<file path="src/rtl/oh_to_idx_pipe_pkg.sv">
// Purpose: shared constants and helpers for the one-hot-to-index pipeline.
// Latency: n/a (package only).
// Backpressure: n/a (package only).
// Contents: DIRECTION constants, idx_width() sizing helper, map_pos() bit-to-index map.
// Build option: OH_TO_IDX_PRIO_EN (used by oh_to_idx_lane) selects priority encoding.
package oh_to_idx_pipe_pkg;

  localparam string DIR_LSB0 = "LSB0";
  localparam string DIR_MSB0 = "MSB0";

  // Index width for an n-wide one-hot vector. Never below 1 bit.
  function automatic int idx_width(input int n);
    return (n <= 2) ? 1 : $clog2(n);
  endfunction

  // Logical index of physical bit i. The mapping is its own inverse,
  // so it also converts a logical index back to a physical bit.
  function automatic int map_pos(input int i, input int n, input bit msb0);
    return msb0 ? (n - 1 - i) : i;
  endfunction

endpackage

</file>
<file path="src/rtl/oh_to_idx_lane.sv">
// Purpose: combinational one-hot encoder and malformed-input checker for one lane.
// Latency: 0 cycles (pure combinational).
// Backpressure: none; the parent pipeline owns all flow control.
// Ports: one_hot_i (NUM_SIGNALS) in; index_o (idx_width(NUM_SIGNALS)) out; err_o out (popcount != 1).
// Build option: OH_TO_IDX_PRIO_EN -> multi-hot input yields lowest logical index; otherwise OR of indices.
module oh_to_idx_lane
  import oh_to_idx_pipe_pkg::*;
#(
  parameter int    NUM_SIGNALS = 8,
  parameter string DIRECTION   = "LSB0",
  localparam int   IW          = idx_width(NUM_SIGNALS)
) (
  input  logic [NUM_SIGNALS-1:0] one_hot_i,
  output logic [IW-1:0]          index_o,
  output logic                   err_o
);

  localparam bit MSB0 = (DIRECTION == DIR_MSB0);

  logic seen;
  logic multi;

  // Error detection: track "at least one" and "more than one" set bits.
  always_comb begin
    seen  = 1'b0;
    multi = 1'b0;
    for (int i = 0; i < NUM_SIGNALS; i++) begin
      if (one_hot_i[i]) begin
        multi = multi | seen;
        seen  = 1'b1;
      end
    end
    err_o = !seen || multi;
  end

`ifdef OH_TO_IDX_PRIO_EN
  // Walk logical indices from high to low so the lowest set one wins.
  always_comb begin
    index_o = '0;
    for (int p = NUM_SIGNALS - 1; p >= 0; p--) begin
      if (one_hot_i[map_pos(p, NUM_SIGNALS, MSB0)]) index_o = IW'(p);
    end
  end
`else
  // OR of all set-bit indices: exact for legal one-hot input, no priority chain.
  always_comb begin
    index_o = '0;
    for (int i = 0; i < NUM_SIGNALS; i++) begin
      if (one_hot_i[i]) index_o = index_o | IW'(map_pos(i, NUM_SIGNALS, MSB0));
    end
  end
`endif

endmodule

</file>
<file path="src/rtl/oh_to_idx_pipe.sv">
// Purpose: multi-lane pipelined one-hot-to-index encoder with malformed-input flags and error counter.
// Latency: PIPE_STAGES cycles (1 or 2) from input transfer to out_valid.
// Backpressure: bubble-collapsing stages; in_ready drops only when every stage is full and out_ready=0.
// Ports: clk, rst (sync, active-high); in_valid/in_ready/in_one_hot (NUM_CH*NUM_SIGNALS);
//        out_valid/out_ready/out_index (NUM_CH*INDEX_WIDTH)/out_err (NUM_CH);
//        err_count (ERR_CNT_W, saturating), err_clr (sync clear, wins over increment).
// Build option: OH_TO_IDX_PRIO_EN -> priority encoding of multi-hot lanes (see oh_to_idx_lane).
module oh_to_idx_pipe
  import oh_to_idx_pipe_pkg::*;
#(
  parameter int    NUM_SIGNALS = 8,
  parameter int    NUM_CH      = 2,
  parameter string DIRECTION   = "LSB0",
  parameter int    PIPE_STAGES = 1,
  parameter int    ERR_CNT_W   = 8,
  localparam int   INDEX_WIDTH = idx_width(NUM_SIGNALS)
) (
  input  logic                          clk,
  input  logic                          rst,
  input  logic                          in_valid,
  output logic                          in_ready,
  input  logic [NUM_CH*NUM_SIGNALS-1:0] in_one_hot,
  output logic                          out_valid,
  input  logic                          out_ready,
  output logic [NUM_CH*INDEX_WIDTH-1:0] out_index,
  output logic [NUM_CH-1:0]             out_err,
  output logic [ERR_CNT_W-1:0]          err_count,
  input  logic                          err_clr
);

  typedef struct packed {
    logic [INDEX_WIDTH-1:0] index;
    logic                   err;
  } lane_res_t;

  logic [NUM_CH*NUM_SIGNALS-1:0] enc_src;
  logic                          src_vld;
  lane_res_t [NUM_CH-1:0]        enc_res;

  logic                   b_vld_q, b_vld_d;
  lane_res_t [NUM_CH-1:0] b_res_q, b_res_d;
  logic                   b_open;

  logic [ERR_CNT_W-1:0] cnt_q, cnt_d;

  // Output stage can take new data when empty or draining this cycle.
  assign b_open = !b_vld_q || out_ready;

  for (genvar c = 0; c < NUM_CH; c++) begin : g_lane
    oh_to_idx_lane #(
      .NUM_SIGNALS (NUM_SIGNALS),
      .DIRECTION   (DIRECTION)
    ) u_lane (
      .one_hot_i (enc_src[c*NUM_SIGNALS +: NUM_SIGNALS]),
      .index_o   (enc_res[c].index),
      .err_o     (enc_res[c].err)
    );
  end

  if (PIPE_STAGES == 2) begin : g_two
    // Stage A holds the raw vector; encoding happens between A and B.
    logic                          a_vld_q, a_vld_d;
    logic [NUM_CH*NUM_SIGNALS-1:0] a_dat_q, a_dat_d;
    logic                          a_open;

    assign a_open   = !a_vld_q || b_open;
    assign in_ready = !rst && a_open;
    assign src_vld  = a_vld_q;
    assign enc_src  = a_dat_q;

    always_comb begin
      a_vld_d = a_vld_q;
      a_dat_d = a_dat_q;
      if (a_open) begin
        a_vld_d = in_valid;
        if (in_valid) a_dat_d = in_one_hot;
      end
    end

    always_ff @(posedge clk) begin
      if (rst) begin
        a_vld_q <= 1'b0;
        a_dat_q <= '0;
      end else begin
        a_vld_q <= a_vld_d;
        a_dat_q <= a_dat_d;
      end
    end
  end else begin : g_one
    // Encode straight from the input port; only the result is registered.
    assign in_ready = !rst && b_open;
    assign src_vld  = in_valid;
    assign enc_src  = in_one_hot;
  end

  // Result is only replaced when new data arrives, so a stalled output holds.
  always_comb begin
    b_vld_d = b_vld_q;
    b_res_d = b_res_q;
    if (b_open) begin
      b_vld_d = src_vld;
      if (src_vld) b_res_d = enc_res;
    end
  end

  always_comb begin
    cnt_d = cnt_q;
    if (err_clr) begin
      cnt_d = '0;
    end else if (b_vld_q && out_ready && (|out_err) && (cnt_q != {ERR_CNT_W{1'b1}})) begin
      cnt_d = cnt_q + 1'b1;
    end
  end

  always_ff @(posedge clk) begin
    if (rst) begin
      b_vld_q <= 1'b0;
      b_res_q <= '0;
      cnt_q   <= '0;
    end else begin
      b_vld_q <= b_vld_d;
      b_res_q <= b_res_d;
      cnt_q   <= cnt_d;
    end
  end

  assign out_valid = b_vld_q;
  assign err_count = cnt_q;

  for (genvar c = 0; c < NUM_CH; c++) begin : g_out
    assign out_index[c*INDEX_WIDTH +: INDEX_WIDTH] = b_res_q[c].index;
    assign out_err[c]                              = b_res_q[c].err;
  end

endmodule

</file>
<file path="config.mk">
export PLATFORM = sky130hd
export DESIGN_NAME = oh_to_idx_pipe
export DESIGN_NICKNAME = d
export VERILOG_FILES = /design/src/rtl/oh_to_idx_pipe_pkg.sv /design/src/rtl/oh_to_idx_lane.sv /design/src/rtl/oh_to_idx_pipe.sv
export SDC_FILE = /design/constraint.sdc
export NUM_CORES = 1
export LEC_CHECK = 0
export CAP_MARGIN = 5
export CORE_MARGIN = 2
export CORE_UTILIZATION = 45
export DETAILED_ROUTE_END_ITERATION = 10
export GPL_ROUTABILITY_DRIVEN = 0
export GPL_TIMING_DRIVEN = 0
export HOLD_SLACK_MARGIN = 0.12
export PLACE_DENSITY_LB_ADDON = 0.15
export SLEW_MARGIN = 20
export SYNTH_ARGS = -nofsm -noshare
export SYNTH_HDL_FRONTEND = slang
export SYNTH_SLANG_ARGS = --single-unit
</file>
<file path="constraint.sdc">
create_clock -name clk -period 1.95 [get_ports clk]
set_input_delay 0.4875 -clock clk [delete_from_list [all_inputs] [get_ports clk]]
set_output_delay 0.4875 -clock clk [all_outputs]
set_load 0.01 [all_outputs]
</file>
==> flow_metrics.py <==
metrics = {
    "synth": {
        "synth-seq-area-share_pct": 35.4,
        "syn_nets": 135,
        "synthDistinctLibCells": 38,
        "netlist_area_um2": 961,
        "ys_ff_latch": 17,
        "synth.avg_cell_area_um2": 8.50,
        "synth_flop_cell": "dfxtp_1",
        "syn-instance-count": 113,
        "synth_warnings": 0,
        "synthArstFlopShare_pct": 0,
        "synth_edf_count": 0,
    },
    "floorplanning": {
        "die_w_um": 50.2,
        "start_util_pct": 48.5,
        "die-area_um2": 2520,
        "rows": 16,
        "core_area_um2": 1980,
        "io_pins": 39,
        "die_h_um": 50.2,
    },
    "place": {
        "pre_cts_ws_ps": -556,
        "hpwlAfterDp_um": 1870,
        "place_inst": 178,
        "placed_area_um2": 1380,
        "portBuffers": 38,
    },
    "cells_and_area": {
        "fillers": 171,
        "final_cells": 181,
        "finalNetCount": 177,
        "regArea_um2": 340,
        "design_area_um2": 1400,
        "multi_input_area_um2": 604,
        "num_antenna_cells": 0,
        "fin_util_pct": 70.8,
        "syn_to_final_growth_pct": 46.1,
        "drive_gt1_share_pct": 5.84,
    },
    "pwr": {
        "p_clk_share_pct": 25.3,
        "p_per_area_nw_per_um2": 522,
        "p_total_mw": 0.733,
        "leakagePower_nw": 0.490,
        "p_switching_mw": 0.196,
        "seqPwrFrac_pct": 51.5,
        "p_int_mw": 0.537,
        "sw_frac_of_total_pct": 26.8,
        "ir_worst_vdd_mv": 0.327,
        "pwr-share-comb_pct": 23.2,
    },
    "route": {
        "viasPerCell": 5.94,
        "drc_errors": 0,
        "routed_wl_um": 2470,
        "drtPass1Iterations": 4,
        "first_iter_violations": 20,
        "num_vias": 1075,
        "wl_per_cell_um": 13.6,
        "antenna_left": 0,
    },
    "hold_path": {
        "hp-class": "reg2reg",
    },
    "grt": {
        "grt_pass1_vias": 989,
        "grt_usage_pct": 20.9,
        "overflow": 0,
        "grt_pass1_wl_um": 4070,
        "antenna_found_initial": 0,
        "grt_max_degree": 13,
    },
    "clock_tree": {
        "cts_made_buffers": 3,
        "cts_resized": 7,
        "cts_setup_buffers": 0,
        "cts.hold.buffers_added": 0,
        "insertion_delay_ps": 290,
        "cts_buffer_depth": 2,
        "root_buffer": "clkbuf_4",
        "cts_max_level": 1,
        "tritoncts": "yes",
        "path_clk_slew_ps": 100,
        "clock-sinks": 17,
    },
    "timing": {
        "fmax_ghz": 0.543,
        "drv_slew": 0,
        "fin_crit_sh_pct": 94.4,
        "rsz0062_at_grt": "no",
        "post-route-min-period_ps": 1840,
        "hold_viol": 0,
        "setup-violations-final": 0,
        "fin_ws_ps": 108,
        "tightest_slew_ps": 423,
        "slew_headroom_pct": 71.8,
        "fin_skew_ps": 8.30,
    },
    "critical_path": {
        "worst-path-buf-inv": 2,
        "path_delay_family": "buffers and inverters",
        "slowest_stage": "dlygate4sd2_1",
        "crit_fanout": 12,
        "path_cells": "dlygate4sd2_1 -> nor2_1 -> clkdlybuf4s15_2",
        "required_ps": 1460,
        "slowest_delay_ps": 370,
        "worstSetupPathType": "in2out",
        "critical_path_arrival_ps": 1350,
        "cp-start-kind": "input pin",
        "crit_path_end_kind": "output port",
    },
    "flow_run": {
        "cap_violations": 0,
    },
    "run_status": {
        "outcome": "complete, no violations",
    },
}
## final cells by class
| type | instances | area share (%) |
|---|---|---|
| Timing Repair Buffer | 38 | 27.0 |
| Multi-Input combinational cell | 92 | 43.0 |
| Sequential cell | 17 | 24.2 |
| Buffer | 3 | 1.43 |
| Tap cell | 27 | 2.41 |
| Clock buffer | 4 | 1.87 |
## per-layer routing
layer	vias to the layer above	GRT usage (%)	wire length, µm
met4	0	7.41	28
met1	504	23.6	1020
met2	37	38.6	1260
li1	528	-	-
met3	6	3.87	158
met5	-	0	0
## worst reg2reg max path, cell delays in order, from the launching register on
cell	delay, ps
dfxtp_1	400
ha_1	220
o2111ai_1	190
a31oi_1	340
a31oi_1	130
a41o_1	210
## sequential cells by signal, indices dropped and copies added (netlist names)
register / count
err_count: 8
out_err: 2
out_index: 6
out_valid: 1
## stage by stage
step / TNS [ps] / hold slack [ps]
finish: 0 / 461
global route: 0 / 493
CTS: 0 / 464
detailed placement: -556 / 446
global placement: -558 / 444
floorplan: 0 / 476
## cell families (layout without fill, tap and decap cells)
logic type	count (synthesis)	in the layout	synth area share, %
AO/OA/AOI/OAI	32	32	23.0
multiplexers	3	3	3.13
XOR/XNOR	3	3	2.73
flip-flops	17	17	35.4
buffers and inverters	4	45	2.47
AND/OR/NAND/NOR	53	53	31.9
adder cells (fa/ha/maj)	1	1	1.30
## worst paths after layout
kind	start	end	slack, ps	cells past startpoint
max	rst	in_ready	110	3
min	out_index[4]	out_index[4]	460	2
min reg2reg	out_index[4]	out_index[4]	460	2
max reg2reg	err_count[0]	err_count[4]	370	5
## layout by cell type, fill, tap and decap left out, types with 3 or more instances in the layout
cell and instances:
clkdlybuf4s50_1 35, o41ai_1 3, clkbuf_4 3, mux2i_1 3, a21oi_1 6, a211oi_1 3, nand3_1 4, nor4_1 3
nor4b_1 9, o21ai_0 4, nor2_1 16, dfxtp_1 17, nand2_1 7
## synth_stat cells (all sizes together), types with 2 or more instances
master | count | share of area (%)
nor4 | 5 | 4.6
dfxtp | 17 | 35
clkbuf | 2 | 0.78
nor2b | 2 | 1.3
o2111ai | 2 | 1.8
nor2 | 16 | 6.3
mux2i | 3 | 3.1
a21oi | 6 | 3.1
o41ai | 3 | 2.7
a211oi | 3 | 2.3
o22ai | 2 | 1.3
buf | 2 | 1.7
a31oi | 2 | 1.3
nor4b | 9 | 8.2
a22oi | 2 | 1.6
nand3 | 4 | 2.1
xor2 | 2 | 1.8
o21ai | 5 | 2.6
o21bai | 2 | 1.6
nor3 | 2 | 1.0
nand2 | 7 | 2.7
or3 | 2 | 1.3
## power groups by stage
| stage | clock (mW) | sequential, mW | combinational [mW] |
|---|---|---|---|
| 6_report | 0.185 | 0.378 | 0.170 |
| 5_1_grt | 0.208 | 0.380 | 0.183 |
| 4_1_cts | 0.193 | 0.377 | 0.169 |
| 3_5_place_dp | 0 | 0.384 | 0.169 |
| 3_3_place_gp | 0 | 0.383 | 0.166 |
| 2_1_floorplan | 0 | 0.390 | 0.0560 |
(Power assumes the default switching activity.)
